`src/rtl/mpe_result_wb.sv`:
```
// Result writeback: packs PE results into wide words, queues them in a
// small FIFO and writes them out over valid/ready with a wrapping address.
module mpe_result_wb #(
  parameter int DATA_W     = 32,
  parameter int PACK       = 4,
  parameter int FIFO_DEPTH = 8,
  parameter int ADDR_W     = 8
) (
  input  logic                     clk,
  input  logic                     rst,
  input  logic [DATA_W-1:0]        mpe_result,
  input  logic                     mpe_vld_o,
  input  logic                     cfg_start,
  input  logic [ADDR_W-1:0]        cfg_base_addr,
  input  logic                     flush,
  output logic [PACK*DATA_W-1:0]   wb_data,
  output logic [PACK-1:0]          wb_strb,
  output logic [ADDR_W-1:0]        wb_addr,
  output logic                     wb_valid,
  input  logic                     wb_ready,
  output logic                     busy,
  output logic                     overflow,
  output logic [15:0]              wb_count
);

  localparam int LW = $clog2(PACK);
  localparam int FW = $clog2(FIFO_DEPTH);
  localparam int WW = PACK * DATA_W;

  logic [DATA_W-1:0] lanes [PACK-1];
  logic [LW-1:0]     lane;
  logic [PACK-2:0]   strb_acc;

  logic [LW-1:0]     lane_eff;
  logic [PACK-1:0]   strb_eff;
  logic [PACK-1:0]   hit;
  logic [PACK-1:0]   strb_new;
  logic [WW-1:0]     word;
  logic              complete;
  logic              push;

  logic [WW-1:0]     mem_data [FIFO_DEPTH];
  logic [PACK-1:0]   mem_strb [FIFO_DEPTH];
  logic [FW-1:0]     wptr;
  logic [FW-1:0]     rptr;
  logic [FW:0]       cnt;
  logic              empty;
  logic              full;
  logic              pop;
  logic              push_ok;

  // A same-cycle start hands the incoming result a fresh, empty pack register.
  always_comb begin
    lane_eff = cfg_start ? '0 : lane;
    strb_eff = cfg_start ? '0 : {1'b0, strb_acc};
    hit      = mpe_vld_o ? ({{(PACK-1){1'b0}}, 1'b1} << lane_eff) : '0;
    strb_new = strb_eff | hit;
    complete = &strb_new;
    push     = complete | (flush & ~cfg_start & (|strb_new));
  end

  for (genvar i = 0; i < PACK; i++) begin : g_word
    if (i < PACK - 1) begin : g_st
      assign word[i*DATA_W +: DATA_W] =
        !strb_new[i] ? '0 : hit[i] ? mpe_result : lanes[i];
    end else begin : g_top
      assign word[i*DATA_W +: DATA_W] = hit[i] ? mpe_result : '0;
    end
  end

  always_ff @(posedge clk or posedge rst) begin
    if (rst) begin
      lane     <= '0;
      strb_acc <= '0;
      for (int i = 0; i < PACK - 1; i++) lanes[i] <= '0;
    end else begin
      for (int i = 0; i < PACK - 1; i++)
        if (hit[i]) lanes[i] <= mpe_result;
      lane     <= push ? '0 : lane_eff + LW'(mpe_vld_o);
      strb_acc <= push ? '0 : strb_new[PACK-2:0];
    end
  end

  assign empty    = (cnt == '0);
  assign full     = (cnt == (FW+1)'(FIFO_DEPTH));
  assign wb_valid = ~empty;
  assign pop      = wb_valid & wb_ready & ~cfg_start;
  assign push_ok  = push & (~full | pop);
  assign wb_data  = wb_valid ? mem_data[rptr] : '0;
  assign wb_strb  = wb_valid ? mem_strb[rptr] : '0;
  assign busy     = (lane != '0) | ~empty;

  always_ff @(posedge clk) begin
    if (push_ok) begin
      mem_data[wptr] <= word;
      mem_strb[wptr] <= strb_new;
    end
  end

  always_ff @(posedge clk or posedge rst) begin
    if (rst) begin
      wptr     <= '0;
      rptr     <= '0;
      cnt      <= '0;
      overflow <= 1'b0;
      wb_addr  <= '0;
      wb_count <= '0;
    end else if (cfg_start) begin
      wptr     <= '0;
      rptr     <= '0;
      cnt      <= '0;
      overflow <= 1'b0;
      wb_addr  <= cfg_base_addr;
      wb_count <= '0;
    end else begin
      if (push_ok) wptr <= wptr + 1'b1;
      if (pop) rptr <= rptr + 1'b1;
      cnt <= cnt + (FW+1)'(push_ok) - (FW+1)'(pop);
      if (push & ~push_ok) overflow <= 1'b1;
      if (pop) begin
        wb_addr <= wb_addr + 1'b1;
        if (wb_count != 16'hFFFF) wb_count <= wb_count + 16'd1;
      end
    end
  end

endmodule
```
`config.mk`:
```
export PLATFORM = sky130hd
export DESIGN_NAME = mpe_result_wb
export DESIGN_NICKNAME = d
export VERILOG_FILES = /design/src/rtl/mpe_result_wb.sv
export SDC_FILE = /design/constraint.sdc
export NUM_CORES = 1
export LEC_CHECK = 0
export ABC_CLOCK_PERIOD_IN_PS = 23800
export BUFFER_PORTS_ARGS = -buffer_cell sky130_fd_sc_hd__buf_2
export CAP_MARGIN = 20
export CORE_ASPECT_RATIO = 2
export CORE_UTILIZATION = 45
export DETAILED_ROUTE_END_ITERATION = 7
export SYNTH_ARGS = -nofsm -noshare
export SYNTH_HDL_FRONTEND = slang
export SYNTH_SLANG_ARGS = --single-unit
export TNS_END_PERCENT = 10
```
`constraint.sdc`:
```
create_clock -name clk -period 23.8 [get_ports clk]
set_clock_uncertainty 0.2 [all_clocks]
set_input_delay 5.95 -clock clk [delete_from_list [all_inputs] [get_ports clk]]
set_output_delay 5.95 -clock clk [all_outputs]
set_load 0.005 [all_outputs]
```
Yosys cells after proc, flatten, opt, wreduce, memory -nomap -nowiden
Memories as Yosys holds them, arrays and structs flattened.
Cells that the tools add are included.

operators by class
  div/mod/pow operators = 0
  multiply operators = 0
  eq/ne operators = 2
  shifts and indexed selects = 1
  reductions and logical operators = 9
  add/subtract/negate cells = 7
  bitwise gates (word level) = 14
  mux-type cells = 28
  order comparisons = 0

operators by type and width
  kind                                                               number
  32-bit two-way mux                                                 7
  128-bit two-way mux                                                1
  16-bit two-way mux                                                 3
  3-bit two-way mux                                                  6
  16-bit by 1-bit adder with 16-bit output, second input constant    1
  8-bit two-way mux                                                  2
  16-bit != test, second input constant                              1
  4-bit two-way mux                                                  3
  2-bit nonzero test                                                 5
  8-bit by 1-bit adder with 8-bit output, second input constant      1
  3-bit by 1-bit adder with 3-bit output, second input constant      2
  1-bit AND                                                          6
  4-bit by 1-bit adder with 4-bit output                             1
  4-bit equality test, second input constant                         1
  4-bit logical NOT                                                  1
  1-bit two-way mux                                                  4
  2-bit two-way mux                                                  2
  1-bit NOT                                                          4
  3-bit by 4-bit bitwise OR with 4-bit output                        1
  4-bit AND reduction                                                1
  4-bit OR reduction                                                 1
  1-bit by 2-bit << shifter with 4-bit output, first input constant  1
  4-bit by 1-bit subtractor with 4-bit output                        1
  1-bit bitwise OR                                                   3
  other kinds (2)                                                    2

storage, ports and cells
  memories = 2
  latch bits = 0
  ROM bits = 0
  output and inout port bits = 159
  memory bits (writable) = 1,056
  register bits = 136

memory list
  name      depth  bits a word  rd ports  clocked after Yosys merged registers in  write ports  line  source
  mem_data  8      128          1         0                                        1            42    logic [WW-1:0] mem_data [FIFO_DEPTH];
  mem_strb  8      4            1         0                                        1            43    logic [PACK-1:0] mem_strb [FIFO_DEPTH];

Depth between registers and ports, before layout
Gate-level depths: netlist of the first run.

  depth after elaboration = 12
  depth in mapped cells = 13
  mapped depth without buffers = 12

Worst setup path after synthesis of the first run
OpenSTA, ideal clock, no wires.

  path type = input-to-reg
  start = in mpe_vld_o
  end = mem mem_data[0][0] in the netlist's numbering (enable)
  path slack = 6.923 ns
  setup time = 0.785 ns
  arrival time = 15.892 ns
  required time = 22.815 ns
  buffers on the path = 2
  stages = 6
  cells stage by stage = buf_6 -> and4b_1 -> buf_2 -> a41oi_1 -> or3_1 -> nor3_1

on the way
  word-level cells in the longest chain between the ends = 8
  elaborated cells between the ends (all ways) = 9
  classes of those cells = mux: 3; bitwise: 4; reduce/logical: 2

RTL lines
  item                                           line  source
  start, declared                                12    input logic mpe_vld_o,
  4-bit two-way mux *                            56    hit = mpe_vld_o ? ({{(PACK-1){1'b0}}, 1'b1} << lane_eff) : '0;
  3-bit by 4-bit bitwise OR with 4-bit output *  57    strb_new = strb_eff | hit;
  4-bit OR reduction                             59    push = complete | (flush & ~cfg_start & (|strb_new));
  1-bit AND                                      59
  1-bit bitwise OR *                             59
  1-bit AND *                                    88    assign push_ok = push & (~full | pop);
  1-bit two-way mux *                            94    if (push_ok) begin
  1-bit two-way mux (implied by the code) *      95    mem_data[wptr] <= word;
  end, declared                                  42

Every way passes the cells marked *; elsewhere a longest branch is shown, timed or not.

Worst setup path after layout of the first run
  start = reg rptr[0]
  end = out wb_data[51]

on the way
  word-level cells in the longest chain between the ends = 2

RTL lines
  item                    line  source
  start, declared         45    logic [FW-1:0] rptr;
  start signal, assigned  117   if (pop) rptr <= rptr + 1'b1;
  memory 8 x 128 bit      -
  128-bit two-way mux     89    assign wb_data = wb_valid ? mem_data[rptr] : '0;
  end, declared           16    output logic [PACK*DATA_W-1:0] wb_data,

Every way passes these cells.

==> results of run 1 <==
## power breakdown
part / switching [mW] / internal, mW / leakage, nW
logic: 0.575 / 0.510 / 4.23
clock network: 0.750 / 1.04 / 1.80
registers: 0.0491 / 2.36 / 11.6
total: 1.37 / 3.91 / 17.6
## logic make-up (layout without fill, tap and decap cells)
| kind of cell | count (synthesis) | in the layout | share of synthesized area, % |
|---|---|---|---|
| AO/OA/AOI/OAI | 56 | 56 | 0.841 |
| XOR/XNOR | 10 | 10 | 0.187 |
| adder cells (fa/ha/maj) | 10 | 10 | 0.284 |
| buffers and inverters | 139 | 451 | 1.30 |
| flip-flops | 1192 | 1192 | 75.1 |
| multiplexers | 503 | 503 | 18.1 |
| other | 0 | 7 | 0 |
| AND/OR/NAND/NOR | 375 | 375 | 4.13 |
## area by class of cell
class / instances / area, um^2
multi-input cells: 954 / 11100
fillers: 8176 / 49500
repair buffers: 242 / 1440
clock inverters: 54 / 668
flip-flops and latches: 1192 / 35100
clock buffers: 141 / 3000
inverters: 14 / 57.6
well taps: 1344 / 1680
diodes: 7 / 17.5
## routing by layer
layer	vias to the layer above	part of all wire [%]
li1	9583	-
met1	12264	39
met2	703	53
met3	143	5.5
met4	0	3.0
met5	-	0
## worst max path at each step
stage                 endpoint  slack, ns  cells after the start
3_3_place_gp   mem_data[2][90]      12.50                      7
2_1_floorplan   mem_data[0][0]       6.92                      6
4_1_cts            wb_data[51]      11.75                      7
3_5_place_dp    mem_data[2][0]      12.41                      7
6_report           wb_data[51]      12.16                      7
5_1_grt            wb_data[51]      11.60                      7
## state kept, by name, indices dropped and copies added, names as in the netlist
signal and cells:
mem_data 1024, lanes 96, mem_strb 32, wb_count 16, wb_addr 8, cnt 4, rptr 3, strb_acc 3
wptr 3, lane 2, overflow 1
## worst max-delay path: stages, from the launching register on
cell and delay (ns):
dfrtp_4 0.90, buf_4 0.87, buf_4 0.80, buf_4 0.85
mux4_2 0.59, mux2i_1 0.45, nor2_1 0.08, buf_2 0.15
## per-stage QoR
step,hold slack [ns],power (mW)
after floorplan,0.247,3.16
after global placement,0.259,3.55
after detailed placement,0.270,3.57
after CTS,0.291,5.34
after global routing,0.301,5.49
final,0.287,5.28
## cells in the final DEF (no fill, tap or decap), drive strengths merged, types with 7 or more instances in the layout
cell type | synthesis | routed
buf | 68 | 242
bufinv | 0 | 14
xor2 | 7 | 7
nor2 | 161 | 161
inv | 14 | 17
edfxtp | 1056 | 1056
nand3 | 13 | 13
ha | 9 | 9
o21ai | 11 | 11
mux4 | 264 | 264
a21oi | 10 | 10
diode | 0 | 7
nand2 | 20 | 20
mux2i | 134 | 134
and2 | 37 | 37
clkinv | 0 | 32
dfrtp | 136 | 136
clkbuf | 57 | 141
nor2b | 109 | 109
mux2 | 105 | 105
==> metrics.md, run 1 <==
| Metric | Value |
|---|---|
| Initial Util | 45.5% |
| Met2 Use GR | 39.4% |
| Largest net degree at the start of global routing | 133 |
| ANT nets after route | 0 |
| CTS tree | built |
| Crit. Startpoint | rptr[0] |
| CP endpoint kind | output pin |
| Post-CTS setup buffers | 0 |
| P per Cell Area | 99.5 nW/um^2 |
| Vias | 22693 |
| Buffers on Ports | 204 |
| Worst min-delay path category | flop to flop |
| Setup CP Type | flop to output pin |
| Most frequent cells after synthesis | 1056 x edfxtp_1, 264 x mux4_2, 161 x nor2_1, 136 x dfrtp_1, 134 x mux2i_1 |
| FF+latch count, synth | 1192 |
| Max-cap viol count | 0 |
| Synth area leader | edfxtp_1 |
| Crit path DAT | 5.49 ns |
| Die H | 458 um |
| Fraction of registers with async set/reset | 11.4% |
| Worst hold stages | 1 |
| CTS Hold Buffers Added | 0 |
| Largest cells by area after synthesis | edfxtp_1 68%, mux4_2 13%, dfrtp_1 7.3%, mux2i_1 2.9%, mux2_2 2.5% |
| Die ar. | 105000 um^2 |
| Reg2reg setup slack | 18.46 ns |
| Worst vdd ir | 0.0000611 V |
| RSZ-0062 raised after global routing | false |
| Global routing's busiest layer | met2 |
| P_leak | 17.6 nW |
| Rel. slew slack | 22.6% |
| Sequential area share after synthesis | 75.1% |
| Residual DRC count | 0 |
| First-pass GRT wire length | 167000 um |
| Share of layout cells above drive strength 1 | 31.3% |
| Placed cell areas | 49300 um^2 |
| Cell Rows | 166 |
| Synth Instances | 2285 |
| Fin nets | 2563 |
| Hold Startpoint | lanes[27] |
| Clk root buf | clkbuf_16 |
| Status | finished clean |
| YS warnings | 0 |
| Ys flop type | edfxtp_1 |
| Max frequency | 85.9 MHz |
| Via/cell ratio | 5.75 |
| Initial DRC Count | 1845 |
| Final instance area | 53100 um^2 |
| Post-DP HPWL | 65000 um |
| Vias in the first global route | 24710 |
| Met3 usage | 3.45% |
| Slew @ Worst Pin | 1.16 ns |
| Routed wire length | 114000 um |
| Initial antenna violation count | 17 |
| Cell Count Post-Placement | 3742 |
| EDFF count, synth | 1056 |
| H-tree depth | 3 |
| Share of the synthesized area in the top cell type | 67.9% |
| Drt wl/cell | 29.0 um |
| FF-to-FF End | mem_data[3][120] |
| Endpoints failing hold | 0 |
| Reg2Reg Depth | 6 |
| Worst setup SP type | flop |
| 1st-pass router iterations | 5 |
| Global Route Usage Sum | 22.2% |
| Non-filler cells, final | 3948 |
| CORE AREA | 103000 um^2 |
| GPL Wtd Cong | 0.777 |
| Layout area overhead | 13.6% |
| Most numerous cell in the Yosys netlist | edfxtp_1 |
| Deepest clock path buffer count | 3 |
| Cell area after synthesis | 46700 um^2 |
| Met1 Usage GRT | 27.4% |
| Hold path endpoint | lanes[27] |
| Final setup vio count | 0 |
| CTS resizes | 0 |
| Part of the cycle the worst path needs | 48.9% |
| Critical Path RT | 17.65 ns |
| DIE WIDTH | 230 um |
| Num CTS Buffers | 103 |
| Congestion Overflow GR | 0 |
| Pre-CTS setup slack | 12.41 ns |
| Synth unique cells | 59 |
| Minimum clock period after layout | 11.64 ns |
| Mean Syn Cell Area | 20.5 um^2 |
| Setup TNS | 0 ns |
| Slew Limit Fails | 0 |
| Sink Count | 1192 |
| Final worst slack | 12.16 ns |
| Worst-path clk slew | 0.06 ns |
| Clock Latency Late Sink | 0.70 ns |
| CP max FO | 46 |
| Synth Net Count | 2341 |
| Worst r2r src | lane[1] |
| Util after Layout | 51.7% |
| IO Pins | 205 |
(Power assumes the default switching activity.)
==> run 2: changes to the inputs <==
- ABC_CLOCK_PERIOD_IN_PS: 23800 -> 10500
- clock period: 23.8 -> 10.5 ns (I/O delays scaled with it)
==> metrics.md, run 2 (same netlist as run 1, synthesis figures left out) <==
| Metric | Value |
|---|---|
| Fin nets | 2553 (was 2563) |
| Routed wire length | 110000 um (was 114000 um) |
| Residual DRC count | 0 (unchanged) |
| Endpoints failing hold | 0 (unchanged) |
| CORE AREA | 103000 um^2 (unchanged) |
| Final instance area | 53000 um^2 (was 53100 um^2) |
| Crit path DAT | 4.16 ns (was 5.49 ns) |
| Part of the cycle the worst path needs | 66.5% |
| H-tree depth | 3 (unchanged) |
| Layout area overhead | 13.3% (was 13.6%) |
| FF-to-FF End | mem_data[2][73] (was mem_data[3][120]) |
| CP max FO | 51 (was 46) |
| Buffers on Ports | 204 (unchanged) |
| CTS Hold Buffers Added | 0 (unchanged) |
| CTS resizes | 0 (unchanged) |
| Slew @ Worst Pin | 1.12 ns (was 1.16 ns) |
| Global Route Usage Sum | 21.5% (was 22.2%) |
| Most frequent cells in the layout | 1056 x edfxtp_1, 264 x mux4_2, 204 x buf_2 (unchanged) |
| Reg2reg setup slack | 6.15 ns (was 18.46 ns) |
| Die H | 458 um (unchanged) |
| Initial antenna violation count | 11 (was 17) |
| Max frequency | 143 MHz |
| Worst setup SP type | flop (unchanged) |
| RSZ-0062 raised after global routing | false (unchanged) |
| Reg2Reg Depth | 5 (was 6) |
| Vias in the first global route | 24857 (was 24710) |
| Congestion Overflow GR | 0 (unchanged) |
| Worst vdd ir | 0.000218 V (was 0.0000611 V) |
| P per Cell Area | 224 nW/um^2 (was 99.5 nW/um^2) |
| Initial Util | 45.5% (unchanged) |
| Cell Rows | 166 (unchanged) |
| Largest regs | mem_data x1024, lanes x96, mem_strb x32 (unchanged) |
| Initial DRC Count | 1873 (was 1845) |
| P_leak | 17.5 nW (was 17.6 nW) |
| Setup CP Type | flop to output pin (unchanged) |
| GPL Wtd Cong | 0.760 (was 0.777) |
| DIE WIDTH | 230 um (unchanged) |
| Hold path endpoint | lanes[27] (unchanged) |
| Share of layout cells above drive strength 1 | 30.6% (was 31.3%) |
| Num CTS Buffers | 99 (was 103) |
| Post-CTS setup buffers | 0 (unchanged) |
| Slew Limit Fails | 0 (unchanged) |
| Hold Startpoint | lanes[27] (unchanged) |
| Cell Count Post-Placement | 3740 (was 3742) |
| CTS tree | built (unchanged) |
| Largest Register | mem_data (unchanged) |
| Post-DP HPWL | 60800 um (was 65000 um) |
| Rel. slew slack | 25.5% (was 22.6%) |
| Worst hold margin | 0.286 ns (was 0.287 ns) |
| Clk root buf | clkbuf_16 (unchanged) |
| ANT nets after route | 0 (unchanged) |
| Placed cell areas | 49400 um^2 (was 49300 um^2) |
| Clock Latency Late Sink | 0.71 ns (was 0.70 ns) |
| 1st-pass router iterations | 7 (was 5) |
| Largest net degree at the start of global routing | 133 (unchanged) |
| Drt wl/cell | 28.0 um (was 29.0 um) |
| Worst min-delay path category | flop to flop (unchanged) |
| Critical Path RT | 7.68 ns (was 17.65 ns) |
| Deepest clock path buffer count | 3 (unchanged) |
| Most common cell after layout, fill and taps aside | edfxtp_1 (unchanged) |
| Final setup vio count | 0 (unchanged) |
| Largest register FFs | 1024 (unchanged) |
| Die ar. | 105000 um^2 (unchanged) |
| IO Pins | 205 (unchanged) |
| Via/cell ratio | 5.73 (was 5.75) |
| Worst-path clk slew | 0.06 ns (about the same) |
| Minimum clock period after layout | 6.99 ns |
| CP endpoint kind | output pin (unchanged) |
| Filler instances | 8302 (was 8176) |
| Worst hold stages | 1 (unchanged) |
| Max-cap viol count | 0 (unchanged) |
| Worst r2r src | lane[1] (unchanged) |
| Vias | 22573 (was 22693) |
| Status | finished clean (unchanged) |
| First-pass GRT wire length | 164000 um (was 167000 um) |
| Sink Count | 1192 (unchanged) |
| Non-filler cells, final | 3940 (was 3948) |
[run 2: critical path, stage by stage, from the launching register on]
cell and delay, ns:
dfrtp_4 0.94, buf_4 0.67, buf_4 0.75, mux4_2 0.42
mux2i_1 0.37, nor2_1 0.07, buf_2 0.16
[run 2: metal layers]
layer,vias up,GRT usage [%],share of wire [%]
met2,592,38.2,53
met5,-,0,0.025
met1,12278,27.0,39
met4,4,6.79,2.5
li1,9574,-,-
met3,125,2.89,4.7
[run 2: power breakdown]
part | total (mW) | leakage, nW | switching [mW] | internal, mW
combinational | 2.41 | 4.20 | 1.28 | 1.14
sequential | 5.45 | 11.6 | 0.0916 | 5.36
clock | 4.00 | 1.73 | 1.70 | 2.29
total | 11.9 | 17.5 | 3.07 | 8.79
[run 2: area by class of cell]
class	instances	area (um^2)	area share, %
tap	1344	1680	3.17
timing repair buffer	236	1410	2.66
inverter	14	57.6	0.109
multi-input combinational	954	11100	21.0
clock buffer	126	2680	5.06
antenna	12	30.0	0.0567
sequential	1192	35100	66.3
clock inverter	62	877	1.66
[run 2: stage by stage]
step | setup WS [ns] | total power, mW | setup TNS (ns) | util (%)
2_1_floorplan | -2.87 | 7.17 | -378.63 | -
3_3_place_gp | 3.28 | 7.99 | 0 | 48.1
3_5_place_dp | 3.34 | 8.04 | 0 | 48.1
4_1_cts | 3.39 | 12.0 | 0 | 51.6
5_1_grt | 3.29 | 12.3 | 0 | 51.6
6_report | 3.51 | 11.9 | 0 | 51.6
[run 2: worst max path at each step]
stage / startpoint / endpoint / slack [ns] / depth (start not counted)
3_3_place_gp: cfg_start / mem_data[0][50] / 3.28 / 7
5_1_grt: rptr[1] / wb_data[96] / 3.29 / 6
4_1_cts: rptr[1] / wb_strb[1] / 3.39 / 6
2_1_floorplan: wb_ready / mem_data[1][0] / -2.87 / 5
6_report: rptr[1] / wb_data[96] / 3.51 / 6
3_5_place_dp: cfg_start / mem_data[2][45] / 3.34 / 7
==> run 3: changes to the inputs <==
- ABC_CLOCK_PERIOD_IN_PS: 10500 -> 6050
- clock period: 10.5 -> 6.05 ns (I/O delays scaled with it)
==> metrics.md, run 3 (same netlist as run 1, synthesis figures left out) <==
| Metric | Value |
|---|---|
| Slew @ Worst Pin | 1.08 ns (was 1.12 ns) |
| Largest regs | mem_data x1024, lanes x96, mem_strb x32 (unchanged) |
| Crit path DAT | 3.53 ns (was 4.16 ns) |
| Final worst slack | 0.811 ns (was 3.51 ns) |
| Most frequent cells in the layout | 1056 x edfxtp_1, 264 x mux4_2, 204 x buf_2 (unchanged) |
| Clock power share | 32.3% (was 33.7%) |
| Placed cell areas | 49700 um^2 (was 49400 um^2) |
| Met2 Use GR | 38.5% (was 38.2%) |
| P_int | 15.0 mW (was 8.79 mW) |
| Comb power frac | 21.0% (was 20.4%) |
| CTS tree | built (unchanged) |
| Cell Count Post-Placement | 3760 (was 3740) |
| First-pass GRT wire length | 166000 um (was 164000 um) |
| Part of the cycle the worst path needs | 86.6% |
| Worst-path clk slew | 0.07 ns (was 0.06 ns) |
| Clock Latency Late Sink | 0.70 ns (was 0.71 ns) |
| Cell Rows | 166 (unchanged) |
| Routed wire length | 113000 um (was 110000 um) |
| CTS resizes | 0 (unchanged) |
| Buffers on Ports | 204 (unchanged) |
| Endpoints failing hold | 0 (unchanged) |
| Initial Util | 45.5% (unchanged) |
| CORE AREA | 103000 um^2 (unchanged) |
| Post-DP HPWL | 63600 um (was 60800 um) |
| Filler instances | 8198 (was 8302) |
| IO Pins | 205 (unchanged) |
| Congestion Overflow GR | 0 (unchanged) |
| CP endpoint kind | output pin (unchanged) |
| Sink Count | 1192 (unchanged) |
| CTS Hold Buffers Added | 0 (unchanged) |
| Worst min-delay path category | flop to flop (unchanged) |
| Status | finished clean (unchanged) |
| NetSw | 5.33 mW (was 3.07 mW) |
| H-tree depth | 3 (unchanged) |
| Worst vdd ir | 0.000281 V (was 0.000218 V) |
| Non-filler cells, final | 3965 (was 3940) |
| Setup CP Type | flop to output pin (unchanged) |
| Clk root buf | clkbuf_16 (unchanged) |
| Fin nets | 2573 (was 2553) |
| Largest register FFs | 1024 (unchanged) |
| Residual DRC count | 0 (unchanged) |
| Met1 Usage GRT | 27.9% (was 27.0%) |
| Initial DRC Count | 1824 (was 1873) |
| Final setup vio count | 0 (unchanged) |
| Largest net degree at the start of global routing | 95 (was 133) |
| P_leak | 17.5 nW (about the same) |
| Slew Limit Fails | 0 (unchanged) |
| Share of layout cells above drive strength 1 | 31.1% (was 30.6%) |
| Global Route Usage Sum | 22.1% (was 21.5%) |
| Initial antenna violation count | 17 (was 11) |
| Via/cell ratio | 5.70 (was 5.73) |
| Sw frac | 26.3% (was 25.9%) |
| CP max FO | 36 (was 51) |
| Deepest clock path buffer count | 3 (unchanged) |
| Die ar. | 105000 um^2 (unchanged) |
| Util after Layout | 51.7% (was 51.6%) |
| Max frequency | 191 MHz |
| Vias in the first global route | 24867 (was 24857) |
| 1st-pass router iterations | 5 (was 7) |
| Max-cap viol count | 0 (unchanged) |
| Pre-CTS setup slack | 1.43 ns (was 3.34 ns) |
| P per Cell Area | 383 nW/um^2 (was 224 nW/um^2) |
| Rel. slew slack | 28.3% (was 25.5%) |
| Total power | 20.3 mW (was 11.9 mW) |
| GPL Wtd Cong | 0.761 (was 0.760) |
| ANT nets after route | 0 (unchanged) |
| Vias | 22620 (was 22573) |
| Critical Path RT | 4.34 ns (was 7.68 ns) |
| Largest Register | mem_data (unchanged) |
| Most common cell after layout, fill and taps aside | edfxtp_1 (unchanged) |
| RSZ-0062 raised after global routing | false (unchanged) |
| Num CTS Buffers | 99 (unchanged) |
| Layout area overhead | 13.5% (was 13.3%) |
| Post-CTS setup buffers | 0 (unchanged) |
| Worst setup SP type | flop (unchanged) |
| Drt wl/cell | 28.6 um (was 28.0 um) |
| Global routing's busiest layer | met2 (unchanged) |
| Met3 usage | 3.57% (was 2.89%) |
| Final instance area | 53000 um^2 (about the same) |
| Minimum clock period after layout | 5.24 ns |
| Sequential share of power | 46.7% (was 45.9%) |
| DIE WIDTH | 230 um (unchanged) |
| Die H | 458 um (unchanged) |
==> run 3: cell types whose count changed in the layout (fill, tap and decap cells not counted), sizes merged <==
cell	delta
clkbuf	+3
diode	+8
bufinv	-7
clkinvlp	+3
inv	+2
buf	+20
clkinv	-4
==> run 3: layer usage <==
metal / vias to the layer above / part of all wire (%)
met5: - / 0.016
met4: 2 / 2.8
met3: 148 / 5.4
met2: 670 / 52
met1: 12183 / 40
li1: 9617 / -
==> run 3: critical path, stage by stage, from the launching register on <==
cell and delay [ns]:
dfrtp_4 0.97, buf_4 0.56, mux4_2 0.57, mux2i_1 0.31, nor2_1 0.17, buf_2 0.20
==> run 3: layout make-up <==
cell class / instances / area [um^2] / share of cell area (%)
timing repair buffer: 256 / 1670 / 3.16
inverter: 14 / 57.6 / 0.109
sequential: 1192 / 35100 / 66.2
clock buffer: 129 / 2660 / 5.02
clock inverter: 56 / 652 / 1.23
multi-input combinational: 954 / 11100 / 21.0
antenna: 20 / 50.0 / 0.0944
tap: 1344 / 1680 / 3.17
==> run 3: final timing paths <==
path	from	endpoint	slack, ns	depth (start not counted)
worst max-delay path	rptr[0]	wb_strb[1]	0.81	5
worst min-delay path	lanes[5]	lanes[5]	0.28	1
worst max register to register	cnt[2]	cnt[2]	2.11	13
worst min register to register	lanes[5]	lanes[5]	0.28	1
max in group asynchronous	rst	overflow	3.79	3
min in group asynchronous	rst	lanes[35]	0.83	2
==> run 3: power by group through the flow <==
| stage | Combinational, mW | Clock (mW) | Sequential [mW] |
|---|---|---|---|
| 2_1_floorplan | 2.89 | 0 | 9.54 |
| 3_3_place_gp | 4.32 | 0 | 9.65 |
| 3_5_place_dp | 4.39 | 0 | 9.67 |
| 4_1_cts | 4.40 | 6.70 | 9.49 |
| 5_1_grt | 4.65 | 6.99 | 9.52 |
| 6_report | 4.25 | 6.57 | 9.49 |
==> run 3: stage by stage <==
| step | hold WS [ns] | TNS (ns) |
|---|---|---|
| floorplan | 0.247 | -442.00 |
| detailed placement | 0.268 | 0 |
| global placement | 0.261 | 0 |
| global route | 0.308 | 0 |
| CTS | 0.285 | 0 |
| finish | 0.284 | 0 |
